==> config.mk <==
export PLATFORM = sky130hd
export DESIGN_NAME = uart_xcmd
export DESIGN_NICKNAME = d
export VERILOG_FILES = /design/src/rtl/uart_xcmd.sv
export SDC_FILE = /design/constraint.sdc
export NUM_CORES = 1
export LEC_CHECK = 0
export CORE_UTILIZATION = 55
export DETAILED_ROUTE_END_ITERATION = 12
export GPL_ROUTABILITY_DRIVEN = 0
export PLACE_DENSITY = 0.76
export SYNTH_ARGS = -nofsm -noshare
export SYNTH_HDL_FRONTEND = slang
export SYNTH_SLANG_ARGS = --single-unit
==> constraint.sdc <==
create_clock -name clock -period 5.15 [get_ports clock]
set_input_delay 1.2875 -clock clock [delete_from_list [all_inputs] [get_ports clock]]
set_output_delay 1.2875 -clock clock [all_outputs]
set_load 0.005 [all_outputs]
==> src/rtl/uart_xcmd.sv <==
// uart_xcmd: 8N1 UART receiver that parses ASCII hex digits and commits them to xcmd on CR/LF.
// Optional feature: define UART_XCMD_ECHO_EN to retransmit every valid received byte on tx.
module uart_xcmd #(
    parameter int          CLK_HZ     = 50_000_000,
    parameter int          BAUD       = 115_200,
    parameter logic [31:0] XCMD_RESET = 32'h0
) (
    input  logic        clock,
    input  logic        reset,
    input  logic        rx,
    output logic        tx,
    output logic [31:0] xcmd,
    output logic        xcmd_stb,
    output logic        err_frame,
    output logic        err_cmd
);
    localparam int               CLKS_PER_BIT = CLK_HZ / BAUD;
    localparam int               CNT_W        = $clog2(CLKS_PER_BIT + 1);
    localparam logic [CNT_W-1:0] FULL_M1      = CNT_W'(CLKS_PER_BIT - 1);
    localparam logic [CNT_W-1:0] HALF_M1      = CNT_W'(CLKS_PER_BIT / 2 - 1);

    typedef enum logic [1:0] {RX_IDLE, RX_START, RX_DATA, RX_STOP} rx_state_t;

    rx_state_t        rx_state;
    rx_state_t        rx_next;
    logic [1:0]       rx_meta;
    logic             rx_sync;
    logic [1:0]       settle;
    logic             armed;
    logic [CNT_W-1:0] clk_cnt;
    logic [2:0]       bit_idx;
    logic [7:0]       rx_shift;
    logic             rx_tick;
    logic             byte_valid;
    logic             frame_bad;
    logic [31:0]      shadow;
    logic [3:0]       count;
    logic             is_hex;
    logic             is_eol;
    logic [3:0]       nibble;

    assign rx_sync = rx_meta[1];

    // The synchroniser resets to 1, so its first outputs after reset are not real line
    // samples; settle keeps the receiver from arming until the pipeline holds true values.
    always_ff @(posedge clock or posedge reset) begin
        if (reset) begin
            rx_meta <= 2'b11;
            settle  <= 2'b00;
            armed   <= 1'b0;
        end else begin
            rx_meta <= {rx_meta[0], rx};
            settle  <= {settle[0], 1'b1};
            if (frame_bad)
                armed <= 1'b0;
            else if (settle[1] && rx_sync)
                armed <= 1'b1;
        end
    end

    always_comb begin
        rx_next    = rx_state;
        rx_tick    = 1'b0;
        byte_valid = 1'b0;
        frame_bad  = 1'b0;
        case (rx_state)
            RX_IDLE: begin
                if (armed && !rx_sync)
                    rx_next = RX_START;
            end
            RX_START: begin
                rx_tick = (clk_cnt == HALF_M1);
                if (rx_tick)
                    rx_next = rx_sync ? RX_IDLE : RX_DATA;
            end
            RX_DATA: begin
                rx_tick = (clk_cnt == FULL_M1);
                if (rx_tick && bit_idx == 3'd7)
                    rx_next = RX_STOP;
            end
            RX_STOP: begin
                rx_tick = (clk_cnt == FULL_M1);
                if (rx_tick) begin
                    rx_next    = RX_IDLE;
                    byte_valid = rx_sync;
                    frame_bad  = !rx_sync;
                end
            end
            default: rx_next = RX_IDLE;
        endcase
    end

    always_ff @(posedge clock or posedge reset) begin
        if (reset) begin
            rx_state  <= RX_IDLE;
            clk_cnt   <= '0;
            bit_idx   <= 3'd0;
            rx_shift  <= 8'h00;
            err_frame <= 1'b0;
        end else begin
            rx_state  <= rx_next;
            clk_cnt   <= (rx_state == RX_IDLE || rx_tick) ? '0 : clk_cnt + 1'b1;
            err_frame <= frame_bad;
            if (rx_state == RX_START) begin
                bit_idx <= 3'd0;
            end else if (rx_state == RX_DATA && rx_tick) begin
                bit_idx  <= bit_idx + 3'd1;
                rx_shift <= {rx_sync, rx_shift[7:1]};
            end
        end
    end

    always_comb begin
        is_hex = 1'b0;
        nibble = 4'h0;
        is_eol = (rx_shift == 8'h0D) || (rx_shift == 8'h0A);
        if (rx_shift >= 8'h30 && rx_shift <= 8'h39) begin
            is_hex = 1'b1;
            nibble = rx_shift[3:0];
        end else if ((rx_shift >= 8'h61 && rx_shift <= 8'h66) ||
                     (rx_shift >= 8'h41 && rx_shift <= 8'h46)) begin
            is_hex = 1'b1;
            nibble = rx_shift[3:0] + 4'd9;
        end
    end

    // Digits accumulate in shadow; xcmd only ever sees a complete committed word.
    always_ff @(posedge clock or posedge reset) begin
        if (reset) begin
            xcmd     <= XCMD_RESET;
            xcmd_stb <= 1'b0;
            err_cmd  <= 1'b0;
            shadow   <= 32'h0;
            count    <= 4'd0;
        end else begin
            xcmd_stb <= 1'b0;
            err_cmd  <= 1'b0;
            if (frame_bad) begin
                shadow <= 32'h0;
                count  <= 4'd0;
            end else if (byte_valid) begin
                if (is_hex) begin
                    shadow <= {shadow[27:0], nibble};
                    count  <= (count == 4'd8) ? 4'd8 : count + 4'd1;
                end else if (is_eol) begin
                    if (count != 4'd0) begin
                        xcmd     <= shadow;
                        xcmd_stb <= 1'b1;
                        shadow   <= 32'h0;
                        count    <= 4'd0;
                    end
                end else begin
                    err_cmd <= 1'b1;
                    shadow  <= 32'h0;
                    count   <= 4'd0;
                end
            end
        end
    end

`ifdef UART_XCMD_ECHO_EN
    typedef enum logic [1:0] {TX_IDLE, TX_START, TX_DATA, TX_STOP} tx_state_t;

    tx_state_t        tx_state;
    tx_state_t        tx_next;
    logic [CNT_W-1:0] tx_cnt;
    logic [2:0]       tx_bit;
    logic [7:0]       tx_shift;
    logic [7:0]       hold;
    logic             hold_full;
    logic             tx_tick;
    logic             tx_take;
    logic             tx_line_next;
    logic             tx_reg;

    always_comb begin
        tx_next      = tx_state;
        tx_tick      = (tx_cnt == FULL_M1);
        tx_take      = 1'b0;
        tx_line_next = 1'b1;
        case (tx_state)
            TX_IDLE: begin
                if (hold_full) begin
                    tx_next = TX_START;
                    tx_take = 1'b1;
                end
            end
            TX_START: if (tx_tick) tx_next = TX_DATA;
            TX_DATA:  if (tx_tick && tx_bit == 3'd7) tx_next = TX_STOP;
            TX_STOP:  if (tx_tick) tx_next = TX_IDLE;
            default:  tx_next = TX_IDLE;
        endcase
        // The line is registered, so it is computed from the state being entered.
        case (tx_next)
            TX_START: tx_line_next = 1'b0;
            TX_DATA:  tx_line_next = (tx_state == TX_DATA && tx_tick) ? tx_shift[1] : tx_shift[0];
            default:  tx_line_next = 1'b1;
        endcase
    end

    always_ff @(posedge clock or posedge reset) begin
        if (reset) begin
            tx_state  <= TX_IDLE;
            tx_cnt    <= '0;
            tx_bit    <= 3'd0;
            tx_shift  <= 8'h00;
            hold      <= 8'h00;
            hold_full <= 1'b0;
            tx_reg    <= 1'b1;
        end else begin
            tx_state <= tx_next;
            tx_reg   <= tx_line_next;
            tx_cnt   <= (tx_state == TX_IDLE || tx_tick) ? '0 : tx_cnt + 1'b1;
            if (tx_take) begin
                tx_shift <= hold;
                tx_bit   <= 3'd0;
            end else if (tx_state == TX_DATA && tx_tick) begin
                tx_shift <= {1'b0, tx_shift[7:1]};
                tx_bit   <= tx_bit + 3'd1;
            end
            if (byte_valid && (!hold_full || tx_take)) begin
                hold      <= rx_shift;
                hold_full <= 1'b1;
            end else if (tx_take) begin
                hold_full <= 1'b0;
            end
        end
    end

    assign tx = tx_reg;
`else
    assign tx = 1'b1;
`endif

endmodule

==> results.toml <==
[drt]
vias = 2446
drt-initial-drc-count = 96
detailroute.wirelength.met3_um = 248
wl_met1_um = 3210
met2_wirelength_um = 3230
drt-total-wl_um = 6760
top_layer_used = "met4"
antenna_left = 0
viasPerCell = 5.44
wire_per_inst_um = 15.0
remaining_drc_errors = 0
first_pass_iters = 5

[placed_design]
hpwlAfterDp_um = 4440
numPortBuffers = 37
dp.cells = 434
placed_area_um2 = 4570

[timing]
post-route-period-util_pct = 49.2
worst_pin_slew_ns = 0.801
hold_violations = 0
fin_worst_skew_ns = 0.0116
max_slew_margin_pct = 46.5
rsz0062_at_grt = "no"
fmax_mhz = 395
drv_slew = 0
fin_crit_ns = 2.53
setup_viol = 0
timing.setup.tns_ns = 0
hold_ws_ns = 0.360

[setup_path]
slowest_stage = "clkdlybuf4s50_1"
cp_top_family = "buffers and inverters"
cp_data_required_time_ns = 3.86
critPathMaxFanout = 2
arrival_ns = 1.25
critPathBufInv = 1
critPathMaxStageDelay_ns = 0.51
worstPathCellList = "clkdlybuf4s50_1"
worstSetupPathType = "reg2out"
cp-start-kind = "flip-flop"
end_kind = "primary output"

[grt]
grt_pass1_wl_um = 10900
grt_pass1_vias = 2252
antenna_found_initial = 0
grt_max_degree = 39
grt_overflow = 0
grt_usage_pct = 18.7

[finish]
fin_area_um2 = 4760
seq_area_um2 = 2450
multiInputGateArea_um2 = 1550
drive_above_1_share_pct = 20.2
fin_cells = 450
fin_nets = 360
num_antenna_cells = 0
syn_to_final_growth_pct = 14.5
fill_cells = 573

[clock_network]
htreeDepth = 3
clk_latency_ns = 0.36
cts_tree = "done"
cts_resized = 0
postCtsHoldBufs = 0
cts_buffer_depth = 2
cts_buffers = 9
postCtsSetupRepairBufs = 0
cts.sinks = 98
path_clk_slew_ns = 0.10
clockRootBuffer = "clkbuf_8"

[power]
total_power_uw = 1370
p_switching_uw = 354
seq_power_share_pct = 60.1
swShare_pct = 25.9
power.density_nw_per_um2 = 287
clock_power_share_pct = 33.4
vdd_drop_max_uv = 250
internal_power_uw = 1010
power_leakage_uw = 0.00222
p_comb_share_pct = 6.4

[flow_run]
maxCapViolCount = 0

[yosys]
synth.top_cell.area_share_pct = 57.8
async_flop_share_pct = 100
yosysWarnings = 0
syn_area_per_cell_um2 = 13.5
synth_flop_cell = "dfrtp_1"
yosysUniqueCellTypes = 49
synth_area_leaders = "dfrtp_1, mux2_2, a22o_1, ha_1, buf_6"
synth-seq-cells = 98
synth_top_area_cell = "dfrtp_1"
synth_seq_area_share_pct = 59.1
synth-edff-count = 0
mappedNetlistArea_um2 = 4160
netlist_instances = 307

[floorplanning]
fp.dieW_um = 88.9
core_um2 = 7290
dieArea_um2 = 7910
die_h_um = 88.9
fp-row-count = 31
start_util_pct = 57.0
ios = 39

[status]
status = "finished clean"

[min_path]
hold_class = "reg2reg"
placed cells by master, fill, tap and decap left out, types with 2 or more instances in the layout:
cell type / instances
buf_4: 4
a31oi_1: 3
o22a_1: 2
inv_8: 2
dfstp_2: 2
o22ai_1: 3
nor4_1: 2
nand2b_1: 2
nor2_1: 18
a21oi_1: 2
a22o_1: 34
o21a_1: 2
xor2_1: 2
clkinvlp_4: 2
clkbuf_8: 9
ha_1: 11
nand3_1: 7
nor3b_1: 3
clkdlybuf4s50_1: 37
clkinv_2: 2
xnor2_1: 6
o21ai_0: 6
inv_1: 11
dfrtp_1: 96
conb_1: 2
mux2_2: 40
nand2_1: 15
synthesized netlist by cell type, types with 2 or more instances:
| master | instances |
|---|---|
| a31oi_1 | 3 |
| nor2_1 | 18 |
| xor2_1 | 2 |
| o21a_1 | 2 |
| o22ai_1 | 3 |
| mux2_2 | 40 |
| a22o_1 | 34 |
| o21ai_0 | 6 |
| nand2_1 | 15 |
| nor3b_1 | 3 |
| dfstp_2 | 2 |
| inv_1 | 12 |
| nand3_1 | 7 |
| dfrtp_1 | 96 |
| buf_6 | 7 |
| ha_1 | 11 |
| o22a_1 | 2 |
| xnor2_1 | 6 |
| nand2b_1 | 2 |
| a21oi_1 | 2 |
| nor4_1 | 2 |
| clkbuf_1 | 3 |
| buf_2 | 3 |
power groups by stage:
stage / Clock, uW / Sequential (uW) / Combinational (uW)
after floorplan: 0 / 825 / 78.4
after global placement: 0 / 835 / 88.7
after detailed placement: 0 / 836 / 89.1
after CTS: 472 / 821 / 90.2
after global routing: 499 / 826 / 103
final: 457 / 822 / 87.8
routing by layer:
metal / vias to the layer above / global-route usage (%)
met1: 1223 / 25.2
met3: 6 / 5.45
met5: - / 0
met2: 40 / 29.4
met4: 0 / 6.16
li1: 1177 / -
stage by stage:
step / worst slack [ns] / util (%)
2_1_floorplan: 1.30 / -
3_3_place_gp: 2.54 / 62.7
3_5_place_dp: 2.53 / 62.7
4_1_cts: 2.59 / 65.2
5_1_grt: 2.55 / 65.2
6_report: 2.62 / 65.2
registers in the layout, summed over array words and instances, names as in the netlist, named ones only:
| name | flops |
|---|---|
| armed | 1 |
| rx_meta | 2 |
| count | 4 |
| err_cmd | 1 |
| xcmd | 32 |
| settle | 2 |
| xcmd_stb | 1 |
| bit_idx | 3 |
| rx_state | 1 |
| shadow | 32 |
| clk_cnt | 9 |
| rx_shift | 8 |
| err_frame | 1 |
cell type report:
cell class | count | share of cell area (%)
Sequential cell | 98 | 51.6
Multi-Input combinational cell | 184 | 32.5
Timing Repair Buffer | 41 | 8.42
Clock buffer | 9 | 2.60
Tap cell | 99 | 2.60
Clock inverter | 7 | 1.26
Inverter | 12 | 0.973
final timing paths:
check | startpoint | depth (start not counted) | slack, ns | end
max in group asynchronous | reset | 3 | 2.97 | rx_meta[0]
worst min-delay path | rx_meta[0] | 0 | 0.36 | rx_meta[1]
worst max-delay path | xcmd[15] | 1 | 2.62 | xcmd[15]
worst max register to register | rx_shift[1] | 7 | 2.78 | xcmd[0]
worst min register to register | rx_meta[0] | 0 | 0.36 | rx_meta[1]
min in group asynchronous | reset | 2 | 1.27 | shadow[24]
cells by family after synthesis:
group | share of synthesized area (%)
compound gates | 11.5
xor+xnor | 1.69
fa+ha+maj | 3.31
buf+inv | 3.79
flops | 59.1
mux | 11.4
other cells | 0.0902
simple gates | 9.15
(Power assumes the default switching activity.)
